<file path="src/rtl/nor_bus_pg.sv">
// nor_bus_pg: Wishbone-pipelined to parallel NOR flash bridge. Requests are
// queued, then run through the IDLE/RYWAIT/WRITE/READ/PAGE/END sequencer.
// Ports: wb_* pipelined Wishbone slave (ack/err pulses, stall = queue full);
// cfg_pgmode_i enables page-mode reads; nor_ry_i device ready; nor_* pads
// with active-low ce/we/oe and nor_data_oe = 1 when driving data pads.
module nor_bus_pg #(
  parameter int ADDRBITS    = 26,
  parameter int DATABITS    = 16,
  parameter int COUNTERBITS = 8,
  parameter int QDEPTH      = 4,
  parameter int PAGEBITS    = 3,
  parameter int T_WRITE     = 14,
  parameter int T_READ      = 45,
  parameter int T_PAGE      = 7,
  parameter int T_END       = 1,
  parameter int T_RY        = 250
) (
  input  logic                wb_clk_i,
  input  logic                wb_rst_i,
  input  logic [ADDRBITS-1:0] wb_adr_i,
  input  logic [DATABITS-1:0] wb_dat_i,
  input  logic                wb_we_i,
  input  logic                wb_stb_i,
  input  logic                wb_cyc_i,
  output logic                wb_ack_o,
  output logic                wb_err_o,
  output logic [DATABITS-1:0] wb_dat_o,
  output logic                wb_stall_o,
  input  logic                cfg_pgmode_i,
  input  logic                nor_ry_i,
  input  logic [DATABITS-1:0] nor_data_i,
  output logic [DATABITS-1:0] nor_data_o,
  output logic [ADDRBITS-1:0] nor_addr_o,
  output logic                nor_ce_o,
  output logic                nor_we_o,
  output logic                nor_oe_o,
  output logic                nor_data_oe
);
  localparam int PW = $clog2(QDEPTH);
  localparam int EW = 1 + DATABITS + ADDRBITS;
  localparam int CW = COUNTERBITS;
  localparam logic [CW-1:0] TWR = CW'(T_WRITE);
  localparam logic [CW-1:0] TRD = CW'(T_READ);
  localparam logic [CW-1:0] TPG = CW'(T_PAGE);
  localparam logic [CW-1:0] TEN = CW'(T_END);
  localparam logic [CW-1:0] TRY = CW'(T_RY);
  localparam logic [PW:0]   QFULL = (PW+1)'(QDEPTH);

  typedef enum logic [2:0] {
    S_IDLE, S_RYWAIT, S_WRITE, S_READ, S_PAGE, S_END
  } state_t;

  state_t state_q, state_d;
  logic [CW-1:0] cnt_q, cnt_d;
  logic [PW-1:0] wp_q, wp_d, rp_q, rp_d, rp_nx;
  logic [PW:0] qcnt_q, qcnt_d;
  logic [EW-1:0] mem_q [QDEPTH];
  logic [ADDRBITS-1:0] addr_q, addr_d;
  logic [DATABITS-1:0] data_q, data_d;
  logic [DATABITS-1:0] rdat_q, rdat_d;
  logic ack_q, ack_d, err_q, err_d;
  logic ce_q, ce_d, we_q, we_d, oe_q, oe_d;
  logic doe_q, doe_d, pgm_q, pgm_d;

  logic push, pop, full;
  logic head_v, head_we, nxt_v, nxt_we;
  logic [ADDRBITS-1:0] head_adr, nxt_adr;
  logic [DATABITS-1:0] head_dat;
  logic restart, load, load_nxt, rd_last, same_pg;

  assign rp_nx    = rp_q + 1'b1;
  assign head_v   = |qcnt_q;
  assign nxt_v    = |qcnt_q[PW:1];
  assign head_we  = mem_q[rp_q][EW-1];
  assign head_dat = mem_q[rp_q][ADDRBITS +: DATABITS];
  assign head_adr = mem_q[rp_q][ADDRBITS-1:0];
  assign nxt_we   = mem_q[rp_nx][EW-1];
  assign nxt_adr  = mem_q[rp_nx][ADDRBITS-1:0];
  assign same_pg  = nxt_adr[ADDRBITS-1:PAGEBITS]
                 == addr_q[ADDRBITS-1:PAGEBITS];
  assign rd_last  = cnt_q == ((state_q == S_PAGE) ? TPG : TRD);

  assign full       = qcnt_q == QFULL;
  assign pop        = ack_d | err_d;
  // A slot freed on this edge can be refilled on the same edge.
  assign wb_stall_o = full & ~pop;
  assign push       = wb_cyc_i & wb_stb_i & ~wb_stall_o;

  always_comb begin
    state_d  = state_q;
    restart  = 1'b0;
    load     = 1'b0;
    load_nxt = 1'b0;
    ack_d    = 1'b0;
    err_d    = 1'b0;
    rdat_d   = rdat_q;
    unique case (state_q)
      S_IDLE: begin
        if (wb_cyc_i && head_v) begin
          restart = 1'b1;
          if (nor_ry_i) begin
            load    = 1'b1;
            state_d = head_we ? S_WRITE : S_READ;
          end else begin
            state_d = S_RYWAIT;
          end
        end
      end
      S_RYWAIT: begin
        if (!wb_cyc_i) begin
          restart = 1'b1;
          state_d = S_IDLE;
        end else if (nor_ry_i) begin
          restart = 1'b1;
          load    = 1'b1;
          state_d = head_we ? S_WRITE : S_READ;
        end else if (cnt_q == TRY) begin
          restart = 1'b1;
          err_d   = 1'b1;
          state_d = S_IDLE;
        end
      end
      S_WRITE: begin
        if (!wb_cyc_i || cnt_q == TWR) begin
          restart = 1'b1;
          ack_d   = wb_cyc_i;
          state_d = S_END;
        end
      end
      S_READ, S_PAGE: begin
        if (!wb_cyc_i) begin
          restart = 1'b1;
          state_d = S_END;
        end else if (rd_last) begin
          restart = 1'b1;
          ack_d   = 1'b1;
          rdat_d  = nor_data_i;
          // Stay in page mode only for a queued read in the same page.
          if (pgm_q && nxt_v && !nxt_we && same_pg) begin
            load_nxt = 1'b1;
            state_d  = S_PAGE;
          end else begin
            state_d = S_END;
          end
        end
      end
      S_END: begin
        if (cnt_q == TEN) begin
          restart = 1'b1;
          state_d = S_IDLE;
        end
      end
      default: begin
        restart = 1'b1;
        state_d = S_IDLE;
      end
    endcase
  end

  always_comb begin
    cnt_d  = restart ? '0 : cnt_q + 1'b1;
    pgm_d  = (state_q == S_IDLE) ? cfg_pgmode_i : pgm_q;
    wp_d   = wp_q;
    rp_d   = rp_q;
    qcnt_d = qcnt_q;
    if (!wb_cyc_i) begin
      wp_d   = '0;
      rp_d   = '0;
      qcnt_d = '0;
    end else begin
      if (push) wp_d = wp_q + 1'b1;
      if (pop) rp_d = rp_nx;
      if (push && !pop) qcnt_d = qcnt_q + 1'b1;
      else if (pop && !push) qcnt_d = qcnt_q - 1'b1;
    end
    addr_d = addr_q;
    data_d = data_q;
    if (load) begin
      addr_d = head_adr;
      data_d = head_dat;
    end else if (load_nxt) begin
      addr_d = nxt_adr;
    end
    // Strobes decode the next state so they are valid for its whole span.
    ce_d  = !(state_d == S_WRITE || state_d == S_READ
              || state_d == S_PAGE);
    we_d  = state_d != S_WRITE;
    oe_d  = !(state_d == S_READ || state_d == S_PAGE);
    doe_d = (state_d == S_WRITE)
         || (state_d == S_END && (state_q == S_WRITE || doe_q));
  end

  always_ff @(posedge wb_clk_i) begin
    if (push) mem_q[wp_q] <= {wb_we_i, wb_dat_i, wb_adr_i};
  end

  always_ff @(posedge wb_clk_i or posedge wb_rst_i) begin
    if (wb_rst_i) begin
      state_q <= S_IDLE;
      cnt_q   <= '0;
      wp_q    <= '0;
      rp_q    <= '0;
      qcnt_q  <= '0;
      addr_q  <= '0;
      data_q  <= '0;
      rdat_q  <= '0;
      ack_q   <= 1'b0;
      err_q   <= 1'b0;
      ce_q    <= 1'b1;
      we_q    <= 1'b1;
      oe_q    <= 1'b1;
      doe_q   <= 1'b0;
      pgm_q   <= 1'b0;
    end else begin
      state_q <= state_d;
      cnt_q   <= cnt_d;
      wp_q    <= wp_d;
      rp_q    <= rp_d;
      qcnt_q  <= qcnt_d;
      addr_q  <= addr_d;
      data_q  <= data_d;
      rdat_q  <= rdat_d;
      ack_q   <= ack_d;
      err_q   <= err_d;
      ce_q    <= ce_d;
      we_q    <= we_d;
      oe_q    <= oe_d;
      doe_q   <= doe_d;
      pgm_q   <= pgm_d;
    end
  end

  assign wb_ack_o    = ack_q;
  assign wb_err_o    = err_q;
  assign wb_dat_o    = rdat_q;
  assign nor_addr_o  = addr_q;
  assign nor_data_o  = data_q;
  assign nor_ce_o    = ce_q;
  assign nor_we_o    = we_q;
  assign nor_oe_o    = oe_q;
  assign nor_data_oe = doe_q;
endmodule

</file>
<file path="config.mk">
export PLATFORM = sky130hd
export DESIGN_NAME = nor_bus_pg
export DESIGN_NICKNAME = d
export VERILOG_FILES = /design/src/rtl/nor_bus_pg.sv
export SDC_FILE = /design/constraint.sdc
export NUM_CORES = 1
export LEC_CHECK = 0
export CORE_ASPECT_RATIO = 1.1
export CORE_UTILIZATION = 40
export DETAILED_ROUTE_END_ITERATION = 8
export HOLD_SLACK_MARGIN = 0.02
export PLACE_DENSITY = 0.64
export SLEW_MARGIN = 0
export SYNTH_ARGS = -nofsm -noshare
export SYNTH_HDL_FRONTEND = slang
export SYNTH_SLANG_ARGS = --single-unit
</file>
<file path="constraint.sdc">
create_clock -name wb_clk_i -period 10.6 [get_ports wb_clk_i]
set_clock_uncertainty 0.2 [all_clocks]
set_input_delay 2.12 -clock wb_clk_i [delete_from_list [all_inputs] [get_ports wb_clk_i]]
set_output_delay 2.12 -clock wb_clk_i [all_outputs]
set_load 0.05 [all_outputs]
</file>
==> impl_metrics.ini <==
[worst_setup_path]
critPathMaxFanout = 18
critical_path.endpoint_type = output port
cp-start-kind = primary input
crit_arrival_ns = 4.62
crit_required_ns = 8.28
cp-startpoint = wb_cyc_i
reg2reg_from = rp_q[1]
crit_type = in2out

[global_route]
grt_overflow = 0
grt_pass1_vias = 6258
antenna_found_initial = 1
grt_pass1_wl_um = 35400
grtUsageTotal = 0.1619
grt_max_degree = 68

[floorplan]
core_mm2 = 0.02704
rows = 63
die_area_mm2 = 0.02822
fp.dieW_um = 160.3
initial_utilization = 0.4076
io_pins = 130
die_h_um = 176.1

[run_status]
status = finished, final reports clean

[routing]
drc = 0
viasPerCell = 5.243
ant_nets = 0
wl_um = 22480
firstDrtPassIters = 4
post_drt_wl_per_cell_um = 19.00
drt_iter0_markers = 376
vias = 6203

[synthesis]
synth_flop_cell = edfxtp_1
yosys.area.top_type = edfxtp_1
syn_area_mm2 = 0.01102
yosys-top-cells-count = edfxtp_1 (172), dfrtp_1 (80), mux2_2 (56), mux4_2 (47), nand2_1 (34)
synthArstFlopShare = 0.3255
yosysUniqueCellTypes = 63
synthTopCellsByArea = edfxtp_1 (47%), dfrtp_1 (18%), mux4_2 (9.6%), mux2_2 (5.7%), xnor2_1 (1.7%)
avgSynthCellArea_um2 = 16.52
yosysTopAreaCellShare = 0.4687
synth-seq-cells = 255
ys_warn_count = 0
yosysMostFrequentCell = edfxtp_1
synth_enable_flop_cells = 172
syn_inst = 667
synth_nets = 740
seq_area_frac_synth = 0.6575

[timing]
hold_viol = 0
slew_headroom = 0.3933
rsz0062_at_grt = false
maxSlewViolCount = 0
tns_ns = 0
clock.fmax_mhz = 144.0
worst_slew_pin_slew_ns = 0.9100
setup_violations = 0
period_share = 0.6551
min_period_ns = 6.944
whs_ns = 0.3042

[placement]
port_buffers = 129
dpl.hpwl_um = 14080
gp_congestion = 0.7934
placed_cell_area_mm2 = 0.01267

[clocking]
numCtsBuffers = 27
cts_tree = done
ctsHoldBuffers = 0
postCtsResizedCells = 0
clkTransAtPathRegs_ns = 0.06
cts_setup_buffers = 0
htree_levels = 1
insertion_delay_ns = 0.54
cts_max_path_buffers = 3
cts_root_buf = clkbuf_16
clkSinkCount = 255

[final_layout]
diodes = 0
design_area_mm2 = 0.01361
multi_input_area_mm2 = 0.003531
layout-drive-gt1-share = 0.2119
final-seq-area_mm2 = 0.007253
fin_util = 0.5034
final_nets = 878
num-fill-cells = 2278
area_growth_pct = 23.51

[power]
p_per_area_mw_per_mm2 = 239.5
vdd_ir_drop_max_mv = 0.1608
p_leak_nw = 4.770
p_total_w = 0.003260

[flow_run]
cap_viol_max_count = 0

[hold_path]
hp-start = wb_dat_o[11]
hp-class = reg2reg
[path summary, 6_finish.rpt]
kind                       depth (start not counted)  slack, ns              to
max                                                7       3.66      wb_stall_o
min                                                1       0.30    wb_dat_o[11]
max reg2reg                                        8       6.64   nor_addr_o[2]
min reg2reg                                        1       0.30    wb_dat_o[11]
max in group asynchronous                          3       7.23         rp_q[0]
min in group asynchronous                          2       1.68  nor_data_o[13]
[registers in the layout, indices dropped and copies added, names as in the netlist]
signal / flops
nor_data_oe: 1
wb_ack_o: 1
mem_q: 172
wb_err_o: 1
wb_dat_o: 16
nor_oe_o: 1
state_q: 3
wp_q: 2
pgm_q: 1
nor_ce_o: 1
cnt_q: 8
rp_q: 2
nor_data_o: 16
nor_we_o: 1
qcnt_q: 3
nor_addr_o: 26
[metal layers]
metal  vias to the layer above  global-route usage  wire (µm)
met4                         2             0.03889        433
met1                      3140              0.2223      10110
met2                       154              0.2665      10860
li1                       2869                   -          -
met5                         -                   0         13
met3                        38             0.03148       1057
[critical path, cell delays in order]
cell and delay (ns):
clkdlybuf4s50_1 0.74, nand4_1 0.21, nor3_2 0.18, buf_4 0.28, o21bai_2 0.27, nor2_1 0.10, clkdlybuf4s50_1 0.72
[final cells by class]
cell class	instances	share of cell area
repair buffers	138	0.09983
inverters	22	0.006251
multi-input cells	361	0.2594
well taps	357	0.03282
clock buffers	40	0.05846
flip-flops and latches	255	0.5329
clock inverters	10	0.01039
[where the power goes]
part	switching [W]	total [W]	leakage (nW)	internal, W
clock network	0.000376	0.000970	0.460	0.000594
registers	0.000121	0.00133	2.61	0.00121
logic	0.000588	0.000955	1.70	0.000367
[cell usage in the layout (no fill, tap or decap), types with 4 or more instances in the layout]
master / netlist / routed
a211oi_1: 4 / 4
a21oi_1: 13 / 13
a31oi_1: 4 / 4
and2_2: 0 / 4
buf_4: 0 / 9
clkbuf_1: 8 / 7
clkbuf_16: 0 / 28
clkbuf_8: 0 / 5
clkdlybuf4s50_1: 0 / 129
dfrtp_1: 80 / 78
edfxtp_1: 172 / 172
ha_1: 7 / 7
inv_1: 21 / 20
mux2_2: 56 / 56
mux2i_1: 18 / 18
mux4_1: 5 / 5
mux4_2: 47 / 47
nand2_1: 34 / 34
nand3_1: 5 / 5
nand4_1: 8 / 8
nor2_1: 29 / 29
nor3_1: 9 / 9
o211ai_1: 10 / 10
o21ai_0: 16 / 16
xnor2_1: 22 / 22
xor2_1: 10 / 10
[cell families after synthesis]
family / synth area share
muxes: 0.1828
AOI/OAI and AO/OA: 0.04564
xor gates and xnor gates: 0.02543
DFF: 0.6575
and+or+nand+nor: 0.05586
buffers and inverters: 0.02305
adders and majority gates: 0.009764
[metrics by stage]
stage,instances,worst slack [ns]
global placement,1133,3.687
floorplan,667,4.758
CTS,1183,3.643
finish,1183,3.656
global route,1183,3.503
detailed placement,1133,3.655
Note: power is estimated with default switching activity, not from simulation.
